==> config.mk <==
export PLATFORM = sky130hd
export DESIGN_NAME = io_bus_controller
export DESIGN_NICKNAME = d
export VERILOG_FILES = /design/src/rtl/io_bus_controller.sv
export SDC_FILE = /design/constraint.sdc
export NUM_CORES = 1
export LEC_CHECK = 0
export ABC_AREA = 0
export BUFFER_PORTS_ARGS = -buffer_cell sky130_fd_sc_hd__buf_4
export CORE_UTILIZATION = 49
export CTS_CLUSTER_SIZE = 24
export DETAILED_ROUTE_END_ITERATION = 6
export GPL_TIMING_DRIVEN = 0
export PLACE_DENSITY = 0.78
export SLEW_MARGIN = 20
export SYNTH_ARGS = -nofsm -noshare
export SYNTH_HDL_FRONTEND = slang
export SYNTH_SLANG_ARGS = --single-unit
==> constraint.sdc <==
create_clock -name clock -period 5.85 [get_ports clock]
set_clock_uncertainty 0.2 [all_clocks]
set_input_delay 0.8775 -clock clock [delete_from_list [all_inputs] [get_ports clock]]
set_output_delay 0.8775 -clock clock [all_outputs]
set_load 0.02 [all_outputs]
==> src/rtl/io_bus_controller.sv <==
// Memory-mapped I/O controller: splits CPU data accesses between data RAM and a small
// register file for switches, debounced keys with sticky press events, LEDs and 7-seg displays.
module io_bus_controller #(
    parameter int          DEBOUNCE_CYCLES = 500000,
    parameter logic [31:0] IO_BASE         = 32'hFFFF_F000
) (
    input  logic        clock,
    input  logic        resetn,
    input  logic [31:0] addr,
    input  logic [31:0] wdata,
    input  logic        we,
    input  logic [31:0] dmem_rdata,
    output logic        dmem_we,
    output logic [31:0] rdata,
    input  logic [9:0]  sw,
    input  logic [2:0]  key,
    output logic [6:0]  hex5,
    output logic [6:0]  hex4,
    output logic [6:0]  hex3,
    output logic [6:0]  hex2,
    output logic [6:0]  hex1,
    output logic [6:0]  hex0,
    output logic [9:0]  led
);

    localparam int                CNT_W   = $clog2(DEBOUNCE_CYCLES) + 1;
    localparam logic [CNT_W-1:0]  CNT_MAX = CNT_W'(DEBOUNCE_CYCLES - 1);

    localparam logic [9:0] OFF_SW        = 10'h000;
    localparam logic [9:0] OFF_KEY_STATE = 10'h001;
    localparam logic [9:0] OFF_KEY_EVENT = 10'h002;
    localparam logic [9:0] OFF_LED       = 10'h003;
    localparam logic [9:0] OFF_HEX_VAL   = 10'h004;
    localparam logic [9:0] OFF_HEX_BLANK = 10'h005;

    logic        ioSel;
    logic        wrEn;
    logic [9:0]  offset;
    logic [31:0] ioRead;

    logic [9:0]  swMeta_q;
    logic [9:0]  swSync_q;
    logic [2:0]  keyMeta_q;
    logic [2:0]  keySync_q;
    logic [2:0]  keyDb_q;
    logic [2:0]  keyDb_d;
    logic [2:0]  keyEvt_q;
    logic [2:0]  keyEvt_d;
    logic [2:0]  evtClr;
    logic [CNT_W-1:0] cnt_q [3];
    logic [CNT_W-1:0] cnt_d [3];

    logic [9:0]  ledReg_q;
    logic [23:0] hexVal_q;
    logic [5:0]  hexBlank_q;

    logic        unusedBits;

    assign ioSel      = (addr[31:12] == IO_BASE[31:12]);
    assign offset     = addr[11:2];
    assign wrEn       = we & ioSel;
    assign dmem_we    = we & ~ioSel;
    assign rdata      = ioSel ? ioRead : dmem_rdata;
    assign unusedBits = ^{addr[1:0], wdata[31:24]};

    always_comb begin
        ioRead = 32'h0;
        case (offset)
            OFF_SW:        ioRead = {22'b0, swSync_q};
            OFF_KEY_STATE: ioRead = {29'b0, keyDb_q};
            OFF_KEY_EVENT: ioRead = {29'b0, keyEvt_q};
            OFF_LED:       ioRead = {22'b0, ledReg_q};
            OFF_HEX_VAL:   ioRead = {8'b0, hexVal_q};
            OFF_HEX_BLANK: ioRead = {26'b0, hexBlank_q};
            default:       ioRead = 32'h0;
        endcase
    end

    // A key level is accepted only after staying different from keyDb for the full count.
    always_comb begin
        keyDb_d = keyDb_q;
        for (int i = 0; i < 3; i++) begin
            cnt_d[i] = cnt_q[i];
            if (keySync_q[i] == keyDb_q[i]) begin
                cnt_d[i] = '0;
            end else if (cnt_q[i] == CNT_MAX) begin
                keyDb_d[i] = keySync_q[i];
                cnt_d[i]   = '0;
            end else begin
                cnt_d[i] = cnt_q[i] + CNT_W'(1);
            end
        end
    end

    // Press detection is applied after the clear so a same-edge press survives a W1C write.
    always_comb begin
        evtClr   = (wrEn && offset == OFF_KEY_EVENT) ? wdata[2:0] : 3'b0;
        keyEvt_d = (keyEvt_q & ~evtClr) | (keyDb_d & ~keyDb_q);
    end

    always_ff @(posedge clock or negedge resetn) begin
        if (!resetn) begin
            swMeta_q  <= '0;
            swSync_q  <= '0;
            keyMeta_q <= '0;
            keySync_q <= '0;
            keyDb_q   <= '0;
            keyEvt_q  <= '0;
            for (int i = 0; i < 3; i++) begin
                cnt_q[i] <= '0;
            end
        end else begin
            swMeta_q  <= sw;
            swSync_q  <= swMeta_q;
            keyMeta_q <= ~key;
            keySync_q <= keyMeta_q;
            keyDb_q   <= keyDb_d;
            keyEvt_q  <= keyEvt_d;
            for (int i = 0; i < 3; i++) begin
                cnt_q[i] <= cnt_d[i];
            end
        end
    end

    always_ff @(posedge clock or negedge resetn) begin
        if (!resetn) begin
            ledReg_q   <= '0;
            hexVal_q   <= '0;
            hexBlank_q <= 6'h3F;
        end else if (wrEn) begin
            if (offset == OFF_LED)       ledReg_q   <= wdata[9:0];
            if (offset == OFF_HEX_VAL)   hexVal_q   <= wdata[23:0];
            if (offset == OFF_HEX_BLANK) hexBlank_q <= wdata[5:0];
        end
    end

    function automatic logic [6:0] segEncode(input logic [3:0] v, input logic blank);
        logic [6:0] seg;
        case (v)
            4'h0: seg = 7'b1000000;
            4'h1: seg = 7'b1111001;
            4'h2: seg = 7'b0100100;
            4'h3: seg = 7'b0110000;
            4'h4: seg = 7'b0011001;
            4'h5: seg = 7'b0010010;
            4'h6: seg = 7'b0000010;
            4'h7: seg = 7'b1111000;
            4'h8: seg = 7'b0000000;
            4'h9: seg = 7'b0010000;
            4'hA: seg = 7'b0001000;
            4'hB: seg = 7'b0000011;
            4'hC: seg = 7'b1000110;
            4'hD: seg = 7'b0100001;
            4'hE: seg = 7'b0000110;
            default: seg = 7'b0001110;
        endcase
        return blank ? 7'b1111111 : seg;
    endfunction

    assign hex0 = segEncode(hexVal_q[3:0],   hexBlank_q[0]);
    assign hex1 = segEncode(hexVal_q[7:4],   hexBlank_q[1]);
    assign hex2 = segEncode(hexVal_q[11:8],  hexBlank_q[2]);
    assign hex3 = segEncode(hexVal_q[15:12], hexBlank_q[3]);
    assign hex4 = segEncode(hexVal_q[19:16], hexBlank_q[4]);
    assign hex5 = segEncode(hexVal_q[23:20], hexBlank_q[5]);
    assign led  = ledReg_q;

endmodule

======== After elaboration in Yosys (flattened, before gate mapping) ========
Memories as Yosys holds them, arrays and structs flattened.
Cells that the tools add are included.
storage, ports and cells
  memory bits (read-only) ................. 672
  input bits .............................. 112
  output and inout bits ................... 85
  logic and storage cells ................. 68
  memories ................................ 6
  flip-flop bits (word level) ............. 132
cells by class
  multiplexer cells ....................... 21
  bitwise gates (word level) .............. 9
  reduce and logical (&&, ||, !) cells .... 5
  add/sub/neg operators ................... 3
  equal/unequal tests ..................... 12
memory list
  memory            depth  width  rd ports  clocked after Yosys merged registers in  write ports  line  RTL
  (name not given)  16     7      1         0                                        0            139   case (v)
  (name not given)  16     7      1         0                                        0            139
  (name not given)  16     7      1         0                                        0            139
  (name not given)  16     7      1         0                                        0            139
  (name not given)  16     7      1         0                                        0            139
  (name not given)  16     7      1         0                                        0            139
operator list
  operator                                                                 count
  24-bit one-hot mux with 6 select lines                                   1
  20-bit 2-to-1 mux                                                        6
  20-bit by 1-bit adder with 20-bit output, second input constant          3
  20-bit by 19-bit equality test with 1-bit output, second input constant  3
  7-bit 2-to-1 mux                                                         6
  32-bit 2-to-1 mux                                                        1
  10-bit by 2-bit equality test with 1-bit output, second input constant   2
  10-bit by 3-bit equality test with 1-bit output, second input constant   2
  20-bit equality test, second input constant                              1
  10-bit by 1-bit equality test with 1-bit output, second input constant   1
  10-bit zero test                                                         1
  3-bit inverter                                                           3
  3-bit AND                                                                2
  1-bit 2-to-1 mux                                                         6
  2-bit AND reduction                                                      3
  1-bit equality test                                                      3
  3-bit 2-to-1 mux                                                         1
  3-bit OR                                                                 1
  1-bit AND                                                                2
  1-bit logical AND                                                        1
  1-bit inverter                                                           1

======== Longest topological paths before layout ========
  depth after elaboration ................. 7
  gate-level depth with buffers ........... 7
  depth with buffers taken out ............ 6

======== Worst setup path before layout ========
Ideal clock, no wire load.
  kind .................................... input to output
  from .................................... in addr[4]
  to ...................................... out rdata[23]
  cell stages on the path ................. 6
  data arrival time ....................... 2.742 ns
  path slack .............................. 2.031 ns
  buffers on the path ..................... 2
  required time ........................... 4.773 ns
  cell sequence ........................... clkbuf_1 -> or3b_2 -> nor3_1 -> clkbuf_1 -> nand2_1 -> o21ai_0
on the way
  word-level cells in the longest chain between the ends .. 3
  elaborated cells on any way between the ends .. 8
RTL lines
  what                                                                     line  RTL
  start: declaration                                                       9     input logic [31:0] addr,
  10-bit by 3-bit equality test with 1-bit output (tied with other cells)  68    case (offset)
  24-bit one-hot mux with 6 select lines (*)                               68
  32-bit 2-to-1 mux (*)                                                    63    assign rdata = ioSel ? ioRead : dmem_rdata;
  end: declaration                                                         14    output logic [31:0] rdata,
Mark *: on every way between the ends. The rest lies on a longest branch, timed or not.

======== Final worst setup path ========
  from .................................... in addr[4]
  to ...................................... out rdata[14]
The elaborated chain is that of the path after synthesis.

==> results.txt <==
Worst Setup Path Type - in2out
Total congestion overflow - 0
Total CTS buffers - 17
Main combinational cell family by area after synthesis - simple AND/OR/NAND/NOR gates
Share of layout cells above drive strength 1 - 29.0%
Netlist Area Pre-Place - 0.00815 mm^2
H-tree Lvls - 4
Post-synthesis adder-cell area fraction - 5.99%
Crit path DAT - 3190 ps
FF-to-FF path depth - 7
Largest net degree at the start of global routing - 77
Placed Area - 0.00985 mm^2
Antenna-violating nets left - 0
IO Pins - 197
Cts repair resizes - 0
Asr flop ratio synth - 100%
Clk root buf - clkbuf_16
CP max FO - 10
CP Launch Point - addr[4]
Avg Cell Area, Syn - 9.76 um^2
Worst-Margin Slew - 810 ps
Setup crit end - rdata[14]
Layout Utilization - 64.9%
Pins Over Slew Limit - 0
Die ar. - 0.0172 mm^2
Hold wc startpoint - keyMeta_q[2]$_DFF_PN0_
Xor/xnor share of the synthesized area - 5.05%
WP data required - 4770 ps
# port buffers - 185
Setup crit end kind - primary output
Pwr Density - 207 mW/mm^2
Reg2Reg Launch Point - cnt_q[0]$_DFF_PN0_
Max frequency - 234 MHz
Post-CTS Setup Bufs - 0
Clock latency on the worst-skew pair - 420 ps
Initial DRC count - 363
Seq cells post-synth - 132
Ant diodes - 0
Initial antenna violation count - 0
Final Hold Viols - 0
Worst slew margin - 45.7%
HP Class - reg2reg
Die W - 131 um
Routability Congestion - 0.893
First-pass GRT wire length - 33.5 mm
Sequential share of the synthesized area - 40.6%
Vias in the first global route - 6739
Status - completed
RSZ-0062 raised after global routing - false
Post-synthesis mux area share - 14.4%
Worst reg2reg setup slack - 3120 ps
VDD IR-drop max - 186 uV
Gr usage total - 25.9%
Synth Area in Compound Gates - 10.1%
Post-route cell area - 0.0104 mm^2
Final WS setup - 1580 ps
TNS Setup - 0 ps
Row cnt - 46
Core box area - 0.0161 mm^2
DRC viols - 0
Die height - 131 um
DP Wirelength - 15.9 mm
Clock slew at reported path FFs - 50 ps
RR Endpoint - cnt_q[15]$_DFF_PN0_
# setup viols final - 0
Via Count - 7120
CTS Hold Bufs - 0
Post-synth cell types - 54
Wire length per cell - 16.8 um
DRT Pass-1 Iters - 5
Post-Synth Simple-Gate Area - 19.3%
Final net count - 1191
CTS tree - built
Leakage Power - 4.72 nW
Ys Warns - 0
Overall routed net length - 21.3 mm
# Max-Cap Violations - 0
Prevailing post-synth register cell - dfrtp_1
EDFF count, synth - 0
Minimum clock period - 4270 ps
DP Worst Slack - 1610 ps
Startpoint Class - primary input
Final period util - 72.9%
Clock Path Buffers - 2
CTS Sinks - 132
Synthesized instance count - 835
Synth Net Count - 986
Initial core utilization - 50.8%
Vias per cell - 5.62
Synthesis-to-layout area growth - 27.9%
## how the worst min path moves through the flow
stage,endpoint,slack [ps],cells after the start
after CTS,keySync_q[2]$_DFF_PN0_,150,0
after floorplan,keySync_q[0]$_DFF_PN0_,130,0
after global placement,swSync_q[9]$_DFF_PN0_,130,0
final,keySync_q[2]$_DFF_PN0_,140,0
after detailed placement,keySync_q[1]$_DFF_PN0_,130,0
after global routing,swSync_q[9]$_DFF_PN0_,160,0
## cell type report
| cell class | instances | area, um^2 |
|---|---|---|
| Timing Repair Buffer | 186 | 1420 |
| Multi-Input combinational cell | 618 | 4480 |
| Inverter | 32 | 120 |
| Sequential cell | 132 | 3310 |
| Clock inverter | 10 | 133 |
| Buffer | 53 | 243 |
| Clock buffer | 21 | 450 |
| Tap cell | 216 | 270 |
| Fill cell | 1286 | 5630 |
## worst max-delay path, cell delays in order
cell and delay, ps:
clkbuf_1 290, or3b_2 500, nor3_1 480, clkbuf_1 470, nand2_1 110, o21ai_0 260
buf_4 200
## cell families (layout without fill, tap and decap cells)
kind of cell               count (synthesis)  after routing
AOI/OAI and AO/OA                        129            129
adders and majority gates                 39             39
muxes                                     94             94
and+or+nand+nor                          309            309
buffers and inverters                     85            302
xor gates and xnor gates                  47             47
DFF                                      132            132
## per-layer routing
metal,track usage (%),routed length (um)
met1,30.7,8680
met2,44.3,10500
met3,5.50,1310
met5,0,0
met4,13.3,859
## state kept, by name (all words and copies together), names as in the netlist, 6 cells and up
signal / flops
cnt_q: 60
hexBlank_q: 6
hexVal_q: 24
led: 10
swMeta_q: 10
swSync_q: 10
## layout by cell type (no fill, tap or decap), types with 13 or more instances in the layout
cell type,instances
a211o_1,13
buf_4,184
clkbuf_1,42
clkbuf_16,17
dfrtp_1,126
ha_1,39
inv_1,32
mux2_2,36
mux2_4,18
mux2i_1,32
nand2_1,51
nand3_1,23
nand4_1,29
nor2_1,95
nor3_1,22
nor4_1,22
o21ai_0,64
xnor2_1,29
xor2_1,18
## report_power, final
group          leakage [nW]  switching [W]  internal, W
Sequential             1.73     0.00000784     0.000928
Combinational          2.71      0.0000841    0.0000801
Clock                 0.279       0.000388     0.000675
Total                  4.72       0.000480      0.00168
## per-stage QoR
stage	hold slack (ps)	cells	total power, W
finish	145	1268	0.00216
detailed placement	135	1237	0.00112
global route	156	1268	0.00224
floorplan	131	835	0.00101
CTS	146	1268	0.00218
global placement	133	1236	0.00111
## Yosys cell counts, types with 4 or more instances
cell type / number / area (um^2)
dfrtp_1: 126 / 3150
nor2_1: 95 / 357
o21ai_0: 64 / 320
nand2_1: 51 / 191
clkbuf_1: 39 / 146
ha_1: 39 / 488
mux2_2: 36 / 405
inv_1: 32 / 120
mux2i_1: 32 / 320
nand4_1: 29 / 181
xnor2_1: 29 / 254
nand3_1: 23 / 115
nor3_1: 22 / 110
nor4_1: 22 / 138
mux2_4: 18 / 270
xor2_1: 18 / 158
a211o_1: 13 / 114
a21oi_1: 11 / 55.1
nor2b_1: 11 / 68.8
or2_2: 11 / 68.8
a221o_1: 9 / 90.1
and2_1: 9 / 56.3
a31oi_1: 8 / 50.1
buf_1: 8 / 30.0
mux4_2: 8 / 180
dfstp_2: 6 / 158
or3_1: 6 / 37.5
and4_1: 5 / 43.8
or4_1: 5 / 37.5
nand2b_1: 4 / 25.0
o2bb2ai_1: 4 / 35.0
Note: power is estimated with default switching activity, not from simulation.
